File: config.mk
export PLATFORM = sky130hd
export DESIGN_NAME = rom_load_reset_ctrl_flat
export DESIGN_NICKNAME = d
export VERILOG_FILES = /design/src/rtl/rom_load_pkg.sv /design/src/rtl/rom_load_reset_ctrl_if.sv /design/src/rtl/hold_timer.sv /design/src/rtl/rom_load_reset_ctrl.sv /design/src/flat_wrapper.sv
export SDC_FILE = /design/constraint.sdc
export NUM_CORES = 1
export LEC_CHECK = 0
export CORE_MARGIN = 2
export CORE_UTILIZATION = 49
export CTS_BUF_LIST = sky130_fd_sc_hd__clkbuf_4 sky130_fd_sc_hd__clkbuf_8
export CTS_CLUSTER_SIZE = 28
export DETAILED_ROUTE_END_ITERATION = 16
export PLACE_DENSITY_LB_ADDON = 0.3
export SKIP_CTS_REPAIR_TIMING = 1
export SLEW_MARGIN = 15
export SYNTH_ARGS = -nofsm -noshare
export SYNTH_HDL_FRONTEND = slang
export SYNTH_SLANG_ARGS = --single-unit
File: constraint.sdc
create_clock -name clk_sys -period 2.34 [get_ports clk_sys]
set_input_delay 0.234 -clock clk_sys [delete_from_list [all_inputs] [get_ports clk_sys]]
set_output_delay 0.234 -clock clk_sys [all_outputs]
set_load 0.05 [all_outputs]
File: src/rtl/rom_load_pkg.sv
// Shared types and helpers for the ROM download / core reset sequencer.
// Holds the FSM state encoding and the ROM address range check.
package rom_load_pkg;

    // Width of the HPS ioctl byte address.
    localparam int IOCTL_AW = 25;

    // Encoding is visible on state_o, so it is fixed explicitly.
    typedef enum logic [1:0] {
        HOLD = 2'd0,
        RUN  = 2'd1,
        LOAD = 2'd2,
        POST = 2'd3
    } ctrl_state_t;

    // True when a byte address falls inside the ROM image.
    function automatic logic addr_in_range(
        input logic [IOCTL_AW-1:0] addr,
        input int unsigned         rom_bytes
    );
        return 32'(addr) < rom_bytes;
    endfunction

endpackage

File: src/rtl/rom_load_reset_ctrl_if.sv
// ioctl download stream in, filtered ROM write port out.
// master: HPS side (drives ioctl_*), slave: sequencer (drives dn_*).
interface rom_load_reset_ctrl_if #(
    parameter int ADDR_W = 17
);
    import rom_load_pkg::*;

    logic                ioctl_download;
    logic                ioctl_wr;
    logic [IOCTL_AW-1:0] ioctl_addr;
    logic [7:0]          ioctl_data;

    logic [ADDR_W-1:0]   dn_addr;
    logic [7:0]          dn_data;
    logic                dn_wr;

    modport master (
        output ioctl_download,
        output ioctl_wr,
        output ioctl_addr,
        output ioctl_data,
        input  dn_addr,
        input  dn_data,
        input  dn_wr
    );

    modport slave (
        input  ioctl_download,
        input  ioctl_wr,
        input  ioctl_addr,
        input  ioctl_data,
        output dn_addr,
        output dn_data,
        output dn_wr
    );

endinterface

File: src/rtl/hold_timer.sv
// Loadable down-counter timing the reset hold after reset/download.
// Ports: clk_sys, Reset_I, load (reload), dec (count), expire flag.
module hold_timer #(
    parameter int CNT_W       = 16,
    parameter int HOLD_CYCLES = 1024
) (
    input  logic clk_sys,
    input  logic Reset_I,
    input  logic load,
    input  logic dec,
    output logic expire
);

    localparam logic [CNT_W-1:0] RELOAD = CNT_W'(HOLD_CYCLES);

    logic [CNT_W-1:0] cnt;

    always_ff @(posedge clk_sys or negedge Reset_I) begin
        if (!Reset_I) begin
            cnt <= RELOAD;
        end else if (load) begin
            cnt <= RELOAD;
        end else if (dec && cnt != '0) begin
            cnt <= cnt - 1'b1;
        end
    end

    // Set when this decrement lands on zero (or it already sits there),
    // so the FSM can leave on the same edge the count hits zero.
    assign expire = (cnt <= CNT_W'(1));

endmodule

File: src/rtl/rom_load_reset_ctrl.sv
// ROM download filter and core reset sequencer for the arcade core.
// Ports: clk_sys, Reset_I, rst_req, dl (ioctl in / dn out),
//        core_reset_n, rom_valid, load_err, state_o.
module rom_load_reset_ctrl
    import rom_load_pkg::*;
#(
    parameter int ADDR_W      = 17,
    parameter int ROM_BYTES   = 16384,
    parameter int HOLD_CYCLES = 1024,
    parameter int CNT_W       = 16
) (
    input  logic                        clk_sys,
    input  logic                        Reset_I,
    input  logic                        rst_req,
    rom_load_reset_ctrl_if.slave        dl,
    output logic                        core_reset_n,
    output logic                        rom_valid,
    output logic                        load_err,
    output logic [1:0]                  state_o
);

    localparam logic [CNT_W-1:0] ROM_CNT = CNT_W'(ROM_BYTES);

    ctrl_state_t      state;
    logic [CNT_W-1:0] byte_cnt;
    logic             ovf;

    logic             in_rng;
    logic             wr_ok;
    logic [CNT_W-1:0] cnt_nx;
    logic             ovf_nx;
    logic             img_ok;

    logic             tmr_load;
    logic             tmr_dec;
    logic             tmr_expire;

    assign in_rng = addr_in_range(dl.ioctl_addr, ROM_BYTES);
    assign wr_ok  = dl.ioctl_wr && in_rng;

    // Byte count / overflow including the current strobe, so a write in
    // the cycle download falls still counts toward the image.
    always_comb begin
        cnt_nx = byte_cnt;
        ovf_nx = ovf;
        if (wr_ok && byte_cnt != ROM_CNT) begin
            cnt_nx = byte_cnt + 1'b1;
        end
        if (dl.ioctl_wr && !in_rng) begin
            ovf_nx = 1'b1;
        end
    end

    assign img_ok = (cnt_nx == ROM_CNT) && !ovf_nx;

    always_comb begin
        tmr_load = 1'b0;
        tmr_dec  = 1'b0;
        unique case (state)
            HOLD, POST: begin
                if (!dl.ioctl_download) begin
                    tmr_load = rst_req;
                    tmr_dec  = !rst_req;
                end
            end
            RUN: begin
                tmr_load = !dl.ioctl_download && rst_req;
            end
            LOAD: begin
                tmr_load = !dl.ioctl_download;
            end
        endcase
    end

    hold_timer #(
        .CNT_W       (CNT_W),
        .HOLD_CYCLES (HOLD_CYCLES)
    ) u_hold_timer (
        .clk_sys (clk_sys),
        .Reset_I (Reset_I),
        .load    (tmr_load),
        .dec     (tmr_dec),
        .expire  (tmr_expire)
    );

    always_ff @(posedge clk_sys or negedge Reset_I) begin
        if (!Reset_I) begin
            state        <= HOLD;
            byte_cnt     <= '0;
            ovf          <= 1'b0;
            dl.dn_wr     <= 1'b0;
            dl.dn_addr   <= '0;
            dl.dn_data   <= '0;
            core_reset_n <= 1'b0;
            rom_valid    <= 1'b0;
            load_err     <= 1'b0;
        end else begin
            dl.dn_wr <= 1'b0;
            unique case (state)
                HOLD, POST: begin
                    if (dl.ioctl_download) begin
                        state        <= LOAD;
                        byte_cnt     <= '0;
                        ovf          <= 1'b0;
                        rom_valid    <= 1'b0;
                        load_err     <= 1'b0;
                        core_reset_n <= 1'b0;
                    end else if (!rst_req && tmr_expire) begin
                        // No valid image: park in HOLD with the timer at 0.
                        state        <= rom_valid ? RUN : HOLD;
                        core_reset_n <= rom_valid;
                    end
                end
                RUN: begin
                    if (dl.ioctl_download) begin
                        state        <= LOAD;
                        byte_cnt     <= '0;
                        ovf          <= 1'b0;
                        rom_valid    <= 1'b0;
                        load_err     <= 1'b0;
                        core_reset_n <= 1'b0;
                    end else if (rst_req) begin
                        state        <= HOLD;
                        core_reset_n <= 1'b0;
                    end
                end
                LOAD: begin
                    if (wr_ok) begin
                        dl.dn_wr   <= 1'b1;
                        dl.dn_addr <= dl.ioctl_addr[ADDR_W-1:0];
                        dl.dn_data <= dl.ioctl_data;
                    end
                    byte_cnt <= cnt_nx;
                    ovf      <= ovf_nx;
                    if (!dl.ioctl_download) begin
                        state     <= POST;
                        rom_valid <= img_ok;
                        load_err  <= !img_ok;
                    end
                end
            endcase
        end
    end

    assign state_o = state;

endmodule

File: src/flat_wrapper.sv
// flat-port wrapper written by rule: the top's interface ports become plain ports
module rom_load_reset_ctrl_flat import rom_load_pkg::*;
#(
    parameter int ADDR_W      = 17,
    parameter int ROM_BYTES   = 16384,
    parameter int HOLD_CYCLES = 1024,
    parameter int CNT_W       = 16
)
  (clk_sys, Reset_I, rst_req, core_reset_n, rom_valid, load_err, state_o, dl_ioctl_download, dl_ioctl_wr, dl_ioctl_addr, dl_ioctl_data, dl_dn_addr, dl_dn_data, dl_dn_wr);
  rom_load_reset_ctrl_if #(.ADDR_W(ADDR_W)) dl_i ();
  input  logic clk_sys;
  input  logic Reset_I;
  input  logic rst_req;
  output logic core_reset_n;
  output logic rom_valid;
  output logic load_err;
  output logic [1:0] state_o;
  input wire logic [$bits(dl_i.ioctl_download)-1:0] dl_ioctl_download;
  input wire logic [$bits(dl_i.ioctl_wr)-1:0] dl_ioctl_wr;
  input wire logic [$bits(dl_i.ioctl_addr)-1:0] dl_ioctl_addr;
  input wire logic [$bits(dl_i.ioctl_data)-1:0] dl_ioctl_data;
  output wire logic [$bits(dl_i.dn_addr)-1:0] dl_dn_addr;
  output wire logic [$bits(dl_i.dn_data)-1:0] dl_dn_data;
  output wire logic [$bits(dl_i.dn_wr)-1:0] dl_dn_wr;
  assign dl_i.ioctl_download = dl_ioctl_download;
  assign dl_i.ioctl_wr = dl_ioctl_wr;
  assign dl_i.ioctl_addr = dl_ioctl_addr;
  assign dl_i.ioctl_data = dl_ioctl_data;
  assign dl_dn_addr = dl_i.dn_addr;
  assign dl_dn_data = dl_i.dn_data;
  assign dl_dn_wr = dl_i.dn_wr;
  rom_load_reset_ctrl #(.ADDR_W(ADDR_W), .ROM_BYTES(ROM_BYTES), .HOLD_CYCLES(HOLD_CYCLES), .CNT_W(CNT_W)) u_core (.clk_sys(clk_sys), .Reset_I(Reset_I), .rst_req(rst_req), .dl(dl_i), .core_reset_n(core_reset_n), .rom_valid(rom_valid), .load_err(load_err), .state_o(state_o));
endmodule
After elaboration in Yosys (flattened, before gate mapping)
Cells that the tools add are included.

word-level totals
  flip-flop bits (word level) = 64
  memories kept = 0
  output and inout port bits = 31
  bits in writable memories = 0
  bits in latches = 0
  logic and storage cells = 75
  ROM bits = 0

operators by class
  eq/ne operators = 9
  reductions and logical operators = 22
  shift operators = 0
  multiplexer cells = 30
  $add $sub $neg = 2
  bitwise operators = 0
  multiply operators = 0
  magnitude comparators = 2
  div/mod/pow operators = 0

operators by type and width
  cell                                                                     count
  16-bit two-way mux                                                       4
  16-bit one-hot mux with 2 select lines                                   1
  25-bit by 15-bit < comparator with 1-bit output (second input constant)  1
  16-bit by 1-bit adder with 16-bit output (second input constant)         1
  16-bit by 15-bit == test with 1-bit output (second input constant)       1
  16-bit by 1-bit <= comparator with 1-bit output (second input constant)  1
  16-bit by 15-bit != test with 1-bit output (second input constant)       1
  16-bit nonzero test                                                      1
  16-bit by 1-bit subtractor with 16-bit output (second input constant)    1
  1-bit two-way mux                                                        14
  2-bit two-way mux                                                        5
  1-bit one-hot mux with 2 select lines                                    4
  1-bit logical AND                                                        7
  2-bit one-hot mux with 3 select lines                                    1
  3-bit AND reduction                                                      2
  1-bit logical NOT                                                        5
  2-bit == test (second input constant)                                    2
  2-bit AND reduction                                                      2
  2-bit nonzero test                                                       2
  3-bit by 2-bit != test with 1-bit output (second input constant)         1
  3-bit != test (second input constant)                                    1
  1-bit one-hot mux with 3 select lines                                    1
  3-bit OR reduction                                                       1
  2-bit by 1-bit == test with 1-bit output (second input constant)         1
  other kinds (4)                                                          4

Longest topological paths before layout
  depth after elaboration = 9
  gate-level depth with buffers = 10
  mapped depth without buffers = 8

By module
From an unflattened synthesis, not the netlist that was laid out.

second synthesis, totals
  cell total of the unflattened synthesis = 370
  area total of the unflattened synthesis = 3,728.6 sq um

by module, submodules not included
  module               area an instance (sq um)  cells each  seq. area each (sq um)  instances
  rom_load_reset_ctrl  2,770.2                   272         1,201.2                 1
  hold_timer           958.4                     98          401.6                   1

Least setup slack after synthesis
OpenSTA, ideal clock, no wires.

  kind = register -> register
  start = register u_core.state[0], in the netlist u_core.state_o[0]
  end = register u_core.byte_cnt[14]
  arrival time = 2,517 ps
  slack = -260 ps
  stages on the path, launching flop included = 11
  buffers on the path = 4
  library setup time = 83 ps
  path through = dfrtp_1 -> inv_1 -> ha_1 -> clkbuf_1 -> inv_1 -> clkbuf_1 -> ha_1 -> clkbuf_1 -> clkbuf_1 -> nand2_1 -> o21ai_0

on the way
  cells in the longest elaborated chain, start to end = 3

ends and longest elaborated chain
  item                                                                                                RTL line                    text
  start: declaration                                                                                  rom_load_reset_ctrl.sv:24   ctrl_state_t state;
  start signal: assignment                                                                            rom_load_reset_ctrl.sv:110  state <= rom_valid ? RUN : HOLD;
  2-bit == test (tied with other cells)                                                               rom_load_reset_ctrl.sv:99   unique case (state)
  3-bit OR reduction (no line)                                                                        --
  16-bit one-hot mux with 2 select lines or 2-bit by 1-bit != test with 1-bit output (tied branches)  --
  end signal: assignment                                                                              rom_load_reset_ctrl.sv:133  byte_cnt <= cnt_nx;
  end: declaration                                                                                    rom_load_reset_ctrl.sv:25   logic [CNT_W-1:0] byte_cnt;

Several ways; a longest one is shown, not always the timed one.
A chain may end at the register's enable or synchronous reset.

Worst setup path after layout
  start = register u_core.byte_cnt[0]
  end = register u_core.rom_valid

on the way
  cells in the longest elaborated chain, start to end = 7

ends and longest elaborated chain
  item                                                                                              RTL line                    text
  parallel branches: the longest is 2 deep, another holds 16-bit by 1-bit adder with 16-bit output  --
  16-bit two-way mux (*)                                                                            rom_load_reset_ctrl.sv:46   if (wr_ok && byte_cnt != ROM_CNT) begin
  16-bit by 15-bit == test with 1-bit output (*)                                                    rom_load_reset_ctrl.sv:54   assign img_ok = (cnt_nx == ROM_CNT) && !ovf_nx;
  1-bit logical AND (*)                                                                             rom_load_reset_ctrl.sv:54
  1-bit two-way mux (*)                                                                             rom_load_reset_ctrl.sv:135  if (!dl.ioctl_download) begin
  1-bit one-hot mux with 2 select lines (*)                                                         rom_load_reset_ctrl.sv:99
  end signal: assignment                                                                            rom_load_reset_ctrl.sv:137  rom_valid <= img_ok;
  end: declaration                                                                                  rom_load_reset_ctrl.sv:17   output logic rom_valid,

Mark *: on every way between the ends. The select of a mux whose other input is x is not followed.

==> summary.md <==
| Metric | Value |
|---|---|
| Status | completed |
| Max H-tree Level | 3 |
| Share of Yosys cell area claimed by the top area cell type | between 40% and 50% |
| Clock power share | 30.9% |
| DRC viols | 0 |
| Pwr dens | between 700 and 800 nW/um2 |
| CP max stage delay | 0.45 ns |
| Port Buffers | a little under 70 |
| Tot GR Track Use | between 20% and 30% |
| Die Width | 89.3 um |
| Worst path cell trace | buf_4 -> inv_1 -> ha_1 -> nor4b_2 -> nand4b_1 -> and2_4 -> buf_4 -> a41oi_1 -> a21oi_1 -> a31o_1 |
| Post-Place Worst Slack | -0.0338 ns |
| Synth area leader | dfrtp_1 |
| FFs w/ async S/R, synth | between 90% and 100% |
| Cell family with most CP delay | simple AND/OR/NAND/NOR gates |
| Setup ws final | around 0.13 ns |
| Reg clk slew, reported paths | 0.08 ns |
| Synthesized Nets | a little over 400 |
| Die area | roughly 8000 um2 |
| Initial antenna violation count | 0 |
| DR pass1 iterations | 4 |
| Switch Pwr | roughly 0.0013 W |
| Arrival @ worst endpoint | 2.45 ns |
| Number of buffers created by CTS | 9 |
| Max Freq | approximately 0.45 GHz |
| P&R area growth vs syn | 32.4% |
| Finished Core Util | around two thirds |
| Worst setup SP type | flop |
| Clk root buf | clkbuf_8 |
| Most common cell in the netlist | dfrtp_1 |
| Floorplan row count | 31 |
| Synth warnings | 0 |
| Min-delay worst type | input pin to asynchronous set/reset pin |
| Final GP Congestion | between 0.9 and 1 |
| Worst-Skew Late Latency | ~0.34 ns |
| Required @ worst endpoint | between 2 and 3 ns |
| Unrepaired setup endpoints after global routing | yes |
| CTS tree | done |
| Starting density of the core | around 50% |
| Largest net degree at the start of global routing | 65 |
| Post-synth EDFFs | 0 |
| Die H | just under 90 um |
| Area contributors post-synth | dfrtp_1 44%, mux2_2 7.3%, nor2_1 4.0% |
| Main synth FF type | dfrtp_1 |
| Max-slew violations | 0 |
| First-pass GRT wire length | roughly 13000 um |
| Setup Viol. Count Final | 0 |
| CP max FO | 6 |
| Synth cell types | 61 |
| Remaining antenna violation count | 0 |
| Max Cap Viol | 0 |
| Nets | about 500 |
| Mapped Cells | roughly 360 |
| Pint | 0.00224 W |
| Grt total ovfl | 0 |
| Worst clock skew | 0.0140 ns |
| Max transition margin | approximately 64% |
| Post-synth top cells | 63 x dfrtp_1, 38 x nor2_1, 31 x nand2_1 |
| Detailed placement HPWL | approximately 5800 um |
| Gate power share | 31.7% |
| Seq/Total Area, Yosys | 44.9% |
| Core Box Area | roughly 7100 um2 |
| CP max-delay cell | dfrtp_2 |
| Worst-Margin Slew | about 0.53 ns |
| CTS sink count | 64 |
| Final wirelength | around 8100 um |
| Seq pwr share | roughly 37% |
| Drt wl/cell | approximately 15 um |
| ANT cells | 0 |
| Layout cells sized above 1 | a little under a fifth |
| WS Path Type | flop to flop |
| Synthesized cell area | ~3600 um2 |
| Flops & latches, synth | 64 |
| VDD IR max | around 0.35 mV |
| Period utilization | 94.6% |
| DRT iter0 DRCs | ~140 |
| Synthesized area per cell | a little under 10 um2 |
| Vias | between 2000 and 3000 |
| Vias per cell | about 5.4 |
| Buf/Inv on CP | 3 |
| Sw Ratio | between 30% and 40% |
| Top cell by count, worst path | buf_4 |
| Vias in the first global route | 2800 |
| Tmin final | roughly 2.2 ns |
| # IOs | between 60 and 70 |
| Cell leakage power | approximately 2.1 nW |
| Clock Tree Buf Depth | 2 |
| Final hold vios | 0 |
| CP Capture Type | flop |
## cells by family (layout without fill, tap and decap cells)
logic type,after synthesis,in the layout,synth area share (%)
fa+ha+maj,9,9,3.16
xor+xnor,19,19,4.67
mux,29,29,8.95
simple gates,143,143,22.8
compound gates,59,59,11.2
flops,64,64,44.9
buf+inv,36,122,4.25
## stage by stage
stage               total power, W  hold WS [ns]  std cells  area, um2   TNS, ns
floorplan                  0.00204       -0.0616        359       3570  -0.00754
global placement           0.00239         0.275        526       4460         0
detailed placement         0.00243         0.276        526       4460   -0.0637
CTS                        0.00352       -0.0943        542       4680         0
global route               0.00371         0.453        544       4720   -0.0221
finish                     0.00350         0.425        544       4720         0
## state kept, by name, indices dropped and copies added, names as in the netlist
| signal | flops |
|---|---|
| u_core.load_err | 1 |
| u_core.dl.dn_data | 8 |
| u_core.state_o | 2 |
| u_core.rom_valid | 1 |
| u_core.ovf | 1 |
| u_core.u_hold_timer.cnt | 16 |
| u_core.dl.dn_wr | 1 |
| u_core.core_reset_n | 1 |
| u_core.dl.dn_addr | 17 |
| u_core.byte_cnt | 16 |
## cell type report
| class | count | area (um2) |
|---|---|---|
| sequential | 64 | 1610 |
| multi-input combinational | 259 | 1830 |
| tap | 99 | 124 |
| timing repair buffer | 91 | 876 |
| fill | 602 | 2420 |
| clock buffer | 9 | 124 |
| inverter | 15 | 56.3 |
| clock inverter | 7 | 104 |
## power by group through the flow
stage | clock (W) | sequential (W) | combinational [W]
global route | 0.00116 | 0.00132 | 0.00123
floorplan | 0 | 0.00140 | 0.000636
finish | 0.00108 | 0.00131 | 0.00111
CTS | 0.00110 | 0.00131 | 0.00111
detailed placement | 0 | 0.00133 | 0.00110
global placement | 0 | 0.00132 | 0.00107
## placed cells by master (no fill, tap or decap), types with 3 or more instances in the layout
master,instances
a211o_1,3
a21oi_1,12
a22o_1,7
and2_1,4
and3_1,3
and4_1,5
buf_4,20
clkbuf_8,9
clkdlybuf4s50_1,67
dfrtp_1,60
dfrtp_2,3
ha_1,9
inv_1,15
mux2_2,23
mux2i_1,6
nand2_1,30
nand2b_1,3
nand3_1,7
nand4_1,8
nand4b_1,4
nor2_1,38
nor3_1,10
nor4_1,6
o21ai_0,16
or3_1,3
xnor2_1,6
xor2_1,13
## routing by layer
metal,vias up,global-route usage (%),routed length (um)
met5,-,0,0
met3,9,4.99,252
met4,0,6.65,93
met1,1442,27.0,3550
met2,44,35.4,4210
li1,1452,-,-
## path summary, 6_finish.rpt
kind / startpoint / end / slack, ns / cells past startpoint
worst max-delay path: u_core.byte_cnt[0] / u_core.rom_valid / 0.13 / 10
worst min-delay path: Reset_I / u_core.core_reset_n / 0.42 / 3
worst max register to register: u_core.byte_cnt[0] / u_core.rom_valid / 0.13 / 10
worst min register to register: u_core.dl.dn_addr[14] / u_core.dl.dn_addr[14] / 0.49 / 1
max in group asynchronous: Reset_I / u_core.u_hold_timer.cnt[10] / 1.61 / 3
min in group clk_sys: u_core.dl.dn_addr[14] / u_core.dl.dn_addr[14] / 0.49 / 1
## worst min-delay path, cell delays in order
cell	delay, ns
dlygate4sd3_1	0.52
buf_2	0.12
buf_12	0.29
Power figures use the tool's default switching activity.
